## src/rtl/apb_uart_tx_arbiter_if.sv

```systemverilog
// apb_uart_tx_arbiter_if
// Handshake bundle between the APB front-ends, the TX arbiter and the
// UART TX frame serializer. Three channels are grouped here:
//   req_*   : APB-side write/read requests
//   rsp_*   : read responses returned from the APB master port
//   frame_* : 56-bit frame offered to the serializer
// The slave modport is the arbiter's view of the bundle.
// The master modport is the view of the surrounding sources and the sink.

interface apb_uart_tx_arbiter_if;

    logic        req_valid;
    logic        req_write;
    logic [15:0] req_addr;
    logic [31:0] req_wdata;
    logic        req_ready;

    logic        rsp_valid;
    logic [31:0] rsp_rdata;
    logic        rsp_ready;

    logic        frame_valid;
    logic [55:0] frame_data;
    logic        frame_ready;

    modport slave (
        input  req_valid,
        input  req_write,
        input  req_addr,
        input  req_wdata,
        output req_ready,
        input  rsp_valid,
        input  rsp_rdata,
        output rsp_ready,
        output frame_valid,
        output frame_data,
        input  frame_ready
    );

    modport master (
        output req_valid,
        output req_write,
        output req_addr,
        output req_wdata,
        input  req_ready,
        output rsp_valid,
        output rsp_rdata,
        input  rsp_ready,
        input  frame_valid,
        input  frame_data,
        output frame_ready
    );

endinterface

```

## src/rtl/apb_uart_tx_arbiter.sv

```systemverilog
// apb_uart_tx_arbiter
// Shares the single UART TX frame path between APB-side requests
// (WREQ/RREQ) and returned read responses (RRES). A two-state FSM grants
// one source in IDLE, registers the 56-bit frame {type, addr, data} and
// holds it in SEND until the serializer accepts it. An outstanding-read
// counter keeps RREQs ineligible once MAX_RD_OUT reads are in flight.
//
// Optional feature macro: RSP_PRIORITY_EN
//   defined     : an eligible response always beats an eligible request
//   not defined : ties between the two sources alternate (round-robin)

module apb_uart_tx_arbiter #(
    parameter int MAX_RD_OUT = 2,
    parameter int CNT_W      = 4
) (
    input  logic                 clk_apb,
    input  logic                 rst_apb,
    apb_uart_tx_arbiter_if.slave bus,
    input  logic                 rd_done,
    output logic [CNT_W-1:0]     rd_outstanding,
    output logic                 rd_err,
    output logic                 busy
);

    localparam logic [CNT_W-1:0] MAX_CNT  = CNT_W'(MAX_RD_OUT);
    localparam logic [7:0]       TYPE_WREQ = 8'h01;
    localparam logic [7:0]       TYPE_RREQ = 8'h02;
    localparam logic [7:0]       TYPE_RRES = 8'h03;

    // Encoding of the round-robin memory: which source won the last grant.
    localparam logic LG_REQ = 1'b0;
    localparam logic LG_RSP = 1'b1;

    typedef enum logic {
        IDLE = 1'b0,
        SEND = 1'b1
    } state_t;

    state_t             state;
    logic               last_grant;
    logic               frame_valid_q;
    logic [55:0]        frame_data_q;
    logic [CNT_W-1:0]   rd_cnt;
    logic               rd_err_q;

    logic               req_elig;
    logic               rsp_elig;
    logic               pick_rsp;
    logic               grant_req;
    logic               grant_rsp;
    logic               rd_inc;
    logic [55:0]        req_frame;

    // Eligibility, arbitration decision and the grant pulses for this cycle.
    // Grants are also gated by the reset input so no ready pulse can escape
    // while the block is held in reset.
    always_comb begin
        req_elig = bus.req_valid && (bus.req_write || (rd_cnt < MAX_CNT));
        rsp_elig = bus.rsp_valid;
`ifdef RSP_PRIORITY_EN
        pick_rsp = rsp_elig;
`else
        pick_rsp = rsp_elig && (!req_elig || (last_grant == LG_REQ));
`endif
        grant_rsp = rst_apb && (state == IDLE) && pick_rsp;
        grant_req = rst_apb && (state == IDLE) && req_elig && !pick_rsp;
        rd_inc    = grant_req && !bus.req_write;
        req_frame = bus.req_write ? {TYPE_WREQ, bus.req_addr, bus.req_wdata}
                                  : {TYPE_RREQ, bus.req_addr, 32'h0000_0000};
    end

    assign bus.req_ready   = grant_req;
    assign bus.rsp_ready   = grant_rsp;
    assign bus.frame_valid = frame_valid_q;
    assign bus.frame_data  = frame_data_q;
    assign rd_outstanding  = rd_cnt;
    assign rd_err          = rd_err_q;
    assign busy            = (state == SEND);

    // Grant/send FSM: capture the frame on a grant, hold it until accepted.
    always_ff @(posedge clk_apb or negedge rst_apb) begin
        if (!rst_apb) begin
            state         <= IDLE;
            last_grant    <= LG_REQ;
            frame_valid_q <= 1'b0;
            frame_data_q  <= '0;
        end else begin
            case (state)
                IDLE: begin
                    if (grant_rsp) begin
                        frame_data_q  <= {TYPE_RRES, 16'h0000, bus.rsp_rdata};
                        frame_valid_q <= 1'b1;
                        last_grant    <= LG_RSP;
                        state         <= SEND;
                    end else if (grant_req) begin
                        frame_data_q  <= req_frame;
                        frame_valid_q <= 1'b1;
                        last_grant    <= LG_REQ;
                        state         <= SEND;
                    end
                end
                SEND: begin
                    if (bus.frame_ready) begin
                        frame_valid_q <= 1'b0;
                        state         <= IDLE;
                    end
                end
                default: begin
                    frame_valid_q <= 1'b0;
                    state         <= IDLE;
                end
            endcase
        end
    end

    // Outstanding-read counter and the sticky underflow flag.
    always_ff @(posedge clk_apb or negedge rst_apb) begin
        if (!rst_apb) begin
            rd_cnt   <= '0;
            rd_err_q <= 1'b0;
        end else begin
            if (rd_inc && !rd_done) begin
                rd_cnt <= rd_cnt + CNT_W'(1);
            end else if (!rd_inc && rd_done && (rd_cnt != '0)) begin
                rd_cnt <= rd_cnt - CNT_W'(1);
            end
            if (rd_done && (rd_cnt == '0)) begin
                rd_err_q <= 1'b1;
            end
        end
    end

endmodule

```

## src/flat_wrapper.sv

```systemverilog
// flat-port wrapper written by rule: the top's interface ports become plain ports
module apb_uart_tx_arbiter_flat 
#(
    parameter int MAX_RD_OUT = 2,
    parameter int CNT_W      = 4
)
  (clk_apb, rst_apb, rd_done, rd_outstanding, rd_err, busy, bus_req_valid, bus_req_write, bus_req_addr, bus_req_wdata, bus_req_ready, bus_rsp_valid, bus_rsp_rdata, bus_rsp_ready, bus_frame_valid, bus_frame_data, bus_frame_ready);
  apb_uart_tx_arbiter_if bus_i ();
  input  logic clk_apb;
  input  logic rst_apb;
  input  logic rd_done;
  output logic [CNT_W-1:0] rd_outstanding;
  output logic rd_err;
  output logic busy;
  input wire logic [$bits(bus_i.req_valid)-1:0] bus_req_valid;
  input wire logic [$bits(bus_i.req_write)-1:0] bus_req_write;
  input wire logic [$bits(bus_i.req_addr)-1:0] bus_req_addr;
  input wire logic [$bits(bus_i.req_wdata)-1:0] bus_req_wdata;
  output wire logic [$bits(bus_i.req_ready)-1:0] bus_req_ready;
  input wire logic [$bits(bus_i.rsp_valid)-1:0] bus_rsp_valid;
  input wire logic [$bits(bus_i.rsp_rdata)-1:0] bus_rsp_rdata;
  output wire logic [$bits(bus_i.rsp_ready)-1:0] bus_rsp_ready;
  output wire logic [$bits(bus_i.frame_valid)-1:0] bus_frame_valid;
  output wire logic [$bits(bus_i.frame_data)-1:0] bus_frame_data;
  input wire logic [$bits(bus_i.frame_ready)-1:0] bus_frame_ready;
  assign bus_i.req_valid = bus_req_valid;
  assign bus_i.req_write = bus_req_write;
  assign bus_i.req_addr = bus_req_addr;
  assign bus_i.req_wdata = bus_req_wdata;
  assign bus_req_ready = bus_i.req_ready;
  assign bus_i.rsp_valid = bus_rsp_valid;
  assign bus_i.rsp_rdata = bus_rsp_rdata;
  assign bus_rsp_ready = bus_i.rsp_ready;
  assign bus_frame_valid = bus_i.frame_valid;
  assign bus_frame_data = bus_i.frame_data;
  assign bus_i.frame_ready = bus_frame_ready;
  apb_uart_tx_arbiter #(.MAX_RD_OUT(MAX_RD_OUT), .CNT_W(CNT_W)) u_core (.clk_apb(clk_apb), .rst_apb(rst_apb), .bus(bus_i), .rd_done(rd_done), .rd_outstanding(rd_outstanding), .rd_err(rd_err), .busy(busy));
endmodule
```

## config.mk

```make
export PLATFORM = sky130hd
export DESIGN_NAME = apb_uart_tx_arbiter_flat
export DESIGN_NICKNAME = d
export VERILOG_FILES = /design/src/rtl/apb_uart_tx_arbiter_if.sv /design/src/rtl/apb_uart_tx_arbiter.sv /design/src/flat_wrapper.sv
export SDC_FILE = /design/constraint.sdc
export NUM_CORES = 1
export LEC_CHECK = 0
export ABC_AREA = 1
export ABC_CLOCK_PERIOD_IN_PS = 2000
export CORE_MARGIN = 4
export CORE_UTILIZATION = 39
export DETAILED_ROUTE_END_ITERATION = 7
export MAX_ROUTING_LAYER = met4
export PLACE_DENSITY_LB_ADDON = 0.1
export SLEW_MARGIN = 15
export SYNTH_ARGS = -nofsm -noshare
export SYNTH_HDL_FRONTEND = slang
export SYNTH_SLANG_ARGS = --single-unit
```

## constraint.sdc

```tcl
create_clock -name clk_apb -period 2 [get_ports clk_apb]
set_input_delay 0.5 -clock clk_apb [delete_from_list [all_inputs] [get_ports clk_apb]]
set_output_delay 0.5 -clock clk_apb [all_outputs]
set_load 0.02 [all_outputs]
```

### Yosys cells after proc, flatten, opt, wreduce, memory -nomap -nowiden

Cells that the tools add are included.

* add/sub/neg operators: 2
* order comparisons: 1
* equal/unequal tests: 2
* muxes and demuxes: 15
* bitwise operators: 2
* reductions and logical operators: 24

Operators by type and width (number)
* two-way mux 56 bit: 2
* two-way mux 50 bit: 1
* logical AND 1 bit: 11
* two-way mux 1 bit: 8
* two-way mux 4 bit: 2
* zero test 1 bit: 5
* adder 4 x 1 -> 4 bit (second input constant): 1
* zero test 4 bit: 1
* less-than comparator 4 x 2 -> 1 bit (second input constant): 1
* case mux 1 bit (2 select lines): 2
* AND reduction 2 bit: 2
* nonzero test 2 bit: 2
* nonzero test 4 bit: 1
* subtractor 4 x 1 -> 4 bit (second input constant): 1
* != test 3 bit (second input constant): 1
* logical OR 1 bit: 2
* != test 2 bit (second input constant): 1
* inverter 1 bit: 2

* flip-flop bits (word level): 64
* output and inout bits: 65

### Depth between registers and ports, before layout

Gate-level depths: netlist of run 1.

* word-level depth: 14
* mapped depth: 14
* depth with buffers taken out: 14

### Least setup slack after synthesis of run 1

No wires, ideal clock.

* path kind: register -> register
* start: register u_core.rd_cnt[3] (netlist: u_core.rd_outstanding[3])
* end: register u_core.rd_cnt[3] (netlist: u_core.rd_outstanding[3])
* arrival time: 1.838 ns
* required time: 1.883 ns
* slack: 0.044 ns
* stages on the path, launching flop included: 15
* buffers on the path: 0
* clock period less this slack: 1.956 ns
* path through: dfrtp_1 -> nor2_1 -> nand2_1 -> nand2_2 -> nand3_2 -> nand2_2 -> nand3_1 -> ha_1 -> nand3_1 -> nand2_1 -> nand2_1 -> nand2_1 -> nand2_1 -> nand2_1 -> nand2_1

* longest elaborated chain between the ends: 13
* elaborated cells on any way between the ends: 20
* classes of those cells: add/sub (2); order compare (1); mux (2); reduce/logical (15)

RTL lines
* start: declaration: line apb_uart_tx_arbiter.sv:43 `logic [CNT_W-1:0] rd_cnt;`
* start signal: assignment: line apb_uart_tx_arbiter.sv:123 `rd_cnt <= rd_cnt + CNT_W'(1);`
* start signal: assignment: line apb_uart_tx_arbiter.sv:125 `rd_cnt <= rd_cnt - CNT_W'(1);`
* less-than comparator 4 x 2 -> 1 bit: line apb_uart_tx_arbiter.sv:58 `req_elig = bus.req_valid && (bus.req_write || (rd_cnt < MAX_CNT));`
* logical OR 1 bit: line apb_uart_tx_arbiter.sv:58
* logical AND 1 bit: line apb_uart_tx_arbiter.sv:58
* zero test 1 bit: line apb_uart_tx_arbiter.sv:63 `pick_rsp = rsp_elig && (!req_elig || (last_grant == LG_REQ));`
* logical OR 1 bit: line apb_uart_tx_arbiter.sv:63
* logical AND 1 bit: line apb_uart_tx_arbiter.sv:63
* zero test 1 bit: line apb_uart_tx_arbiter.sv:66 `grant_req = rst_apb && (state == IDLE) && req_elig && !pick_rsp;`
* logical AND 1 bit: line apb_uart_tx_arbiter.sv:66
* logical AND 1 bit: line apb_uart_tx_arbiter.sv:67 `rd_inc = grant_req && !bus.req_write;`
* zero test 1 bit: line apb_uart_tx_arbiter.sv:124 `end else if (!rd_inc && rd_done && (rd_cnt != '0)) begin`
* logical AND 1 bit (2 in a row): line apb_uart_tx_arbiter.sv:124
* nonzero test 2 bit (no line)

Several ways; a longest one is shown, not always the timed one. The select of a mux whose other input is x is not followed.
A chain may end at the register's enable or synchronous reset.

### Worst setup path after layout of run 1

* start: register u_core.rd_cnt[2] (netlist: u_core.rd_outstanding[2])
* end: register u_core.rd_cnt[2] (netlist: u_core.rd_outstanding[2])

The elaborated chain is that of the path after synthesis.

==> results.tsv, run 1 <==
metric	value	unit
most frequent cells in the layout	clkdlybuf4s50_1 (138), nand2_1 (116), dfrtp_1 (58)	
VDD IR-drop max	0.782	mV
Final Hold Slack	0.333	ns
H-tree Lvls	3	
Clock Latency Late Sink	0.33	ns
synthesized area per cell	8.67	µm²
Fmax	506	MHz
Slew @ Worst Pin	0.732	ns
Synth cell types	27	
dpl cells	566	
First-pass DRT Iterations	4	
antenna violations before repair	0	
status	completed	
flops & latches, synth	58	
Startpoint Class	flip-flop	
Detail Route Antenna Nets	0	
Row Count	30	
GRT Util Overall	19.7	%
Cell Area, Placed	4400	µm²
top layer in use	met4	
vias in the first global route	2688	
wl on met1	3.23	mm
maximum number of pins on one net before global-route repair	59	
DP Wirelength	5.70	mm
first-pass GRT wire length	12.9	mm
area delta synth->final	70.4	%
Vias	2654	
PD cells	1280	nW/µm²
CP max FO	3	
critical path class	reg -> reg	
Fin Clk Skew	0.00590	ns
DRT iter0 DRCs	61	
Mapped Cells	317	
CTS tree	done	
Fill cells	569	
IO buf count	145	
Req. time, crit path	2.21	ns
average wire per standard cell	13.4	µm
commonest non-fill, non-tap cell in the layout	clkdlybuf4s50_1	
Rel. slew slack	51.2	%
Worst-path clk slew	0.06	ns
drt total wl	7.82	mm
CTS Buf Count	9	
final core utilization	68.6	%
share of layout cells above drive strength 1	13.1	%
# Max-Cap Violations	0	
Die Wd	92.0	µm
n_diodes	0	
CP cell instances	nor2_1, nand2_1, nand2_4, nand3_4, nand2_4, buf_6, nand3_4, buf_6, fa_2, xor2_1, nand2_1, o21ai_1	
root buf cell	clkbuf_8	
full die area	8460	µm²
sequential-to-total area share from yosys stat	52.8	%
# DRC	0	
CTS hold repair buffers	0	
Post-Syn Area	2750	µm²
max-slew violations	0	
Clock Path Buffers	2	
RSZ-0062 raised after global routing	true	
r2r worst-path depth	12	
period utilization	98.8	%
gr ovfl total	0	
Die Height	92.0	µm
clock sinks	58	
initial core utilization	40.2	%
Slowest cell on crit path	dfrtp_1	
leakage	2.26	nW
Max stage delay on crit path	0.39	ns
fin cells	583	
Final GP Congestion	0.887	
Final Hold Fails	0	
core area	6830	µm²
final setup violating endpoints	0	
fin area	4680	µm²
fin crit period	1.98	ns
min-delay worst type	in -> async	
I/O Pins	152	
CP arrival	2.19	ns
total of warnings raised by yosys	0	
Worst setup EP type	flip-flop	
DR WL met2	3.78	mm
Final Power	5.99	mW
WL met3	657	µm
Vias per Instance	4.55	
Nets	573	
==> timing repair <==
item,4_1_cts,5_1_grt
cloned,0,0
resized for setup,19,15
setup buffers,0,2
setup endpoints to repair,6,4
pin swaps,2,7
==> through the flow <==
stage                     worst slack [ns]  setup TNS [ns]
after floorplan                     0.0443               0
after global placement              -0.469           -4.54
after detailed placement            -0.571           -7.70
after CTS                           0.0379               0
after global routing                -0.101          -0.338
final                               0.0240               0
==> metal layers <==
metal / global-route usage, % / vias up
met5: - / -
met4: 7.92 / 0
met3: 5.58 / 13
met2: 31.6 / 110
met1: 23.5 / 1209
li1: - / 1322
==> registers in the layout, summed over array words and instances, names as in the netlist <==
signal and count:
u_core.bus.frame_data 50, u_core.busy 1, u_core.bus.frame_valid 1, u_core.rd_outstanding 4, u_core.last_grant 1, u_core.rd_err 1
==> final cells by class <==
type / instances / area, µm² / area share (%)
well taps: 96 / 120 / 2.56
multi-input cells: 216 / 1130 / 24.0
inverters: 29 / 113 / 2.40
clock buffers: 13 / 179 / 3.82
clock inverters: 2 / 10.0 / 0.214
repair buffers: 169 / 1690 / 36.0
flip-flops and latches: 58 / 1450 / 31.0
==> Yosys cell counts <==
| library cell | number | area share [%] |
|---|---|---|
| nor2_8 | 1 | 0.73 |
| nor2_1 | 4 | 0.55 |
| ha_1 | 2 | 0.91 |
| nand2_4 | 1 | 0.41 |
| nand2_1 | 117 | 16 |
| inv_2 | 2 | 0.27 |
| nand2_2 | 3 | 0.68 |
| xor2_1 | 1 | 0.32 |
| clkinv_2 | 1 | 0.18 |
| conb_1 | 1 | 0.14 |
| a21boi_1 | 10 | 2.7 |
| inv_1 | 26 | 3.6 |
| nor2_4 | 1 | 0.41 |
| a21boi_0 | 6 | 1.6 |
| buf_4 | 9 | 2.5 |
| nand3_2 | 2 | 0.73 |
| buf_2 | 5 | 0.91 |
| nand3_4 | 1 | 0.64 |
| a21oi_1 | 2 | 0.36 |
| o21a_1 | 1 | 0.27 |
| o21ai_0 | 3 | 0.55 |
| dfrtp_1 | 58 | 53 |
| nand4_1 | 1 | 0.23 |
| nand3_1 | 52 | 9.5 |
| fa_1 | 1 | 0.73 |
| a31o_2 | 1 | 0.32 |
| buf_6 | 5 | 2.0 |
==> critical path: cells and delay by family (launching register included) <==
kind | cells | cell delay, ns
flops | 1 | 0.39
xor+xnor | 1 | 0.16
fa+ha+maj | 1 | 0.33
buf+inv | 2 | 0.25
compound gates | 1 | 0.07
simple gates | 7 | 0.65
==> logic make-up (layout without fill, tap and decap cells) <==
family	count (synthesis)	after routing	synth area share (%)
AOI/OAI and AO/OA	23	23	5.87
xor gates and xnor gates	1	1	0.319
adders and majority gates	3	3	1.64
buffers and inverters	48	213	9.42
DFF	58	58	52.8
other	1	6	0.136
and+or+nand+nor	183	183	29.8
==> final timing paths <==
| path | start | to | slack (ns) |
|---|---|---|---|
| max in group asynchronous | rst_apb | u_core.bus.frame_data[29] | 1.18 |
| min | rst_apb | u_core.bus.frame_data[35] | 0.33 |
| min in group clk_apb | u_core.bus.frame_data[36] | u_core.bus.frame_data[36] | 0.48 |
| min reg2reg | u_core.bus.frame_data[36] | u_core.bus.frame_data[36] | 0.48 |
| max | u_core.rd_outstanding[2] | u_core.rd_outstanding[2] | 0.02 |
| max reg2reg | u_core.rd_outstanding[2] | u_core.rd_outstanding[2] | 0.02 |
==> report_power, final <==
part	internal (mW)	total, mW	switching (mW)
Sequential	1.67	1.95	0.287
Combinational	1.47	3.02	1.55
Clock	0.574	1.01	0.434
Total	3.71	5.99	2.27
Note: power is estimated with default switching activity, not from simulation.
==> run 2, diff against run 1 <==
--- a/config.mk
+++ b/config.mk
@@ -12,6 +12,7 @@
 export DETAILED_ROUTE_END_ITERATION = 7
 export MAX_ROUTING_LAYER = met4
 export PLACE_DENSITY_LB_ADDON = 0.1
+export SETUP_SLACK_MARGIN = 0.15
 export SLEW_MARGIN = 15
 export SYNTH_ARGS = -nofsm -noshare
 export SYNTH_HDL_FRONTEND = slang
==> run 2 against run 1 <==
  * Via count is 2.7% higher
  * Critical endpoint is now bus_rsp_ready
  * Clock power about the same
  * Register-to-register slack better by 0.05 ns
  * Global-route usage fell by 0.19 points
  * Wire length increased by 3.4%
  * Core utilization is 2.3 points higher
  * Flip-flop and latch count did not move
  * Die area stayed put
==> results.tsv, run 2 (synthesized netlist as in run 1, its figures left out) <==
metric	value	unit	change
status	completed		
max-slew violations	0		unchanged
commonest non-fill, non-tap cell in the layout	clkdlybuf4s50_1		
VDD IR-drop max	0.639	mV	-18%
CP arrival	1.47	ns	-0.72 ns
delay-heaviest family, CP	flip-flops		
maximum number of pins on one net before global-route repair	59		unchanged
root buf cell	clkbuf_8		
Final Hold Slack	0.335	ns	+0.00166 ns
full die area	8460	µm²	unchanged
leakage	2.40	nW	+6.4%
min-delay worst type	in -> async		
initial core utilization	40.2	%	unchanged
share of layout cells above drive strength 1	18.1	%	+4.9 points
drt total wl	8.09	mm	+3.4%
I/O Pins	152		unchanged
clock sinks	58		unchanged
GR Util met1	23.6	%	+0.11 points
Nets	584		+1.9%
DP Wirelength	5.92	mm	+3.9%
Vias	2725		+2.7%
# DRC	0		unchanged
fin crit period	1.97	ns	-0.00571 ns
Row Count	30		unchanged
Die Wd	92.0	µm	unchanged
Largest register FFs	50		unchanged
DRT iter0 DRCs	82		+34%
CP cell instances	nor2_2, nand2_2, nand2_4, nand3_4, buf_12, nand3_4, inv_2, buf_6		
Worst-path clk slew	0.06	ns	about the same
Worst setup EP type	primary output		
met2 GRT Util	30.6	%	-1.0 points
CTS Buf Count	9		unchanged
Req. time, crit path	1.50	ns	-0.71 ns
PD cells	1280	nW/µm²	about the same
Final GP Congestion	0.833		-6.0%
core area	6830	µm²	unchanged
critical path class	reg -> out		
Clock Path Buffers	2		unchanged
average wire per standard cell	13.6	µm	+1.4%
Max stage delay on crit path	0.42	ns	+0.03 ns
First-pass DRT Iterations	4		unchanged
Slowest cell on crit path	dfrtp_2		
final setup violating endpoints	0		unchanged
Die Height	92.0	µm	unchanged
Detail Route Antenna Nets	0		unchanged
Slew @ Worst Pin	0.718	ns	-0.0136 ns
H-tree Lvls	3		unchanged
n_diodes	0		unchanged
Clock Latency Late Sink	0.33	ns	about the same
CTS tree	done		
antenna violations before repair	0		unchanged
first-pass GRT wire length	12.7	mm	-1.7%
Fmax	508	MHz	+0.29%
met3 Track Usage GR	6.32	%	+0.74 points
setup TNS	0	ns	unchanged
Buffers & Inverters on Critical Path	3		+1
cell with the most instances on the worst path	nand3_4		
# Max-Cap Violations	0		unchanged
Rel. slew slack	52.1	%	+0.91 points
period utilization	98.5	%	-0.29 points
Startpoint Class	flip-flop		
Vias per Instance	4.59		+0.77%
grt peak-use layer	met2		
dpl cells	568		+0.35%
gr ovfl total	0		unchanged
most frequent cells in the layout	clkdlybuf4s50_1 (127), nand2_1 (110), dfrtp_1 (55)		
CTS hold repair buffers	0		unchanged
CP max FO	2		-1
Fin Clk Skew	0.00651	ns	+0.000606 ns
GRT Util Overall	19.5	%	-0.19 points
Fill cells	554		-2.6%
vias in the first global route	2637		-1.9%
area delta synth->final	76.0	%	
IO buf count	145		unchanged
fin cells	594		+1.9%
RSZ-0062 raised after global routing	true		
Final Hold Fails	0		unchanged
[run 2: changes by cell type in the layout (fill, tap and decap cells not counted), moves of 4 or more]
cell,before,now
clkdlybuf4s50_1,138,127
dlymetal6s2s_1,1,9
buf_4,18,27
inv_2,3,7
nand2_1,116,110
nand2_2,2,8
[run 2: where the power goes]
part	internal [mW]	switching (mW)
clock	0.574	0.439
combinational	1.59	1.63
sequential	1.67	0.285
total	3.83	2.35
[run 2: area by class of cell]
type	count	area, µm²	area share, %
Multi-Input combinational cell	216	1150	23.9
Clock buffer	13	179	3.70
Sequential cell	58	1460	30.1
Timing Repair Buffer	180	1810	37.4
Tap cell	96	120	2.48
Clock inverter	2	10.0	0.207
Inverter	29	110	2.28
[run 2: repair_timing]
action,CTS,global route
endpoints found under the setup margin,10,17
endpoints found under the hold margin,0,0
buffers inserted,6,5
pin swaps,6,12
gates cloned,0,0
gates resized for setup,33,20
[run 2: final timing paths]
kind	startpoint	endpoint	cells after the start	slack, ns
setup / recovery	u_core.rd_outstanding[2]	bus_rsp_ready	8	0.03
hold / removal	rst_apb	u_core.bus.frame_data[35]	2	0.33
setup reg to reg	u_core.rd_outstanding[3]	u_core.rd_outstanding[3]	15	0.07
hold reg to reg	u_core.bus.frame_data[32]	u_core.bus.frame_data[32]	2	0.47
max in group asynchronous	rst_apb	u_core.rd_outstanding[2]	2	1.15
min in group clk_apb	u_core.bus.frame_data[32]	u_core.bus.frame_data[32]	2	0.47
[run 2: through the flow]
step	total power [mW]	worst slack, ns	instance area (µm²)	util, %
2_1_floorplan	3.40	0.167	2800	-
3_3_place_gp	4.93	-0.472	4460	65.2
3_5_place_dp	4.98	-0.518	4460	65.2
4_1_cts	6.14	0.0502	4740	69.3
5_1_grt	6.58	-0.0919	4840	70.8
6_report	6.19	0.0297	4840	70.8
[run 2: per-layer routing]
metal / vias to the layer above / routed length (µm)
li1: 1347 / -
met1: 1258 / 3480
met2: 110 / 3820
met3: 10 / 650
met4: 0 / 138
met5: - / 0
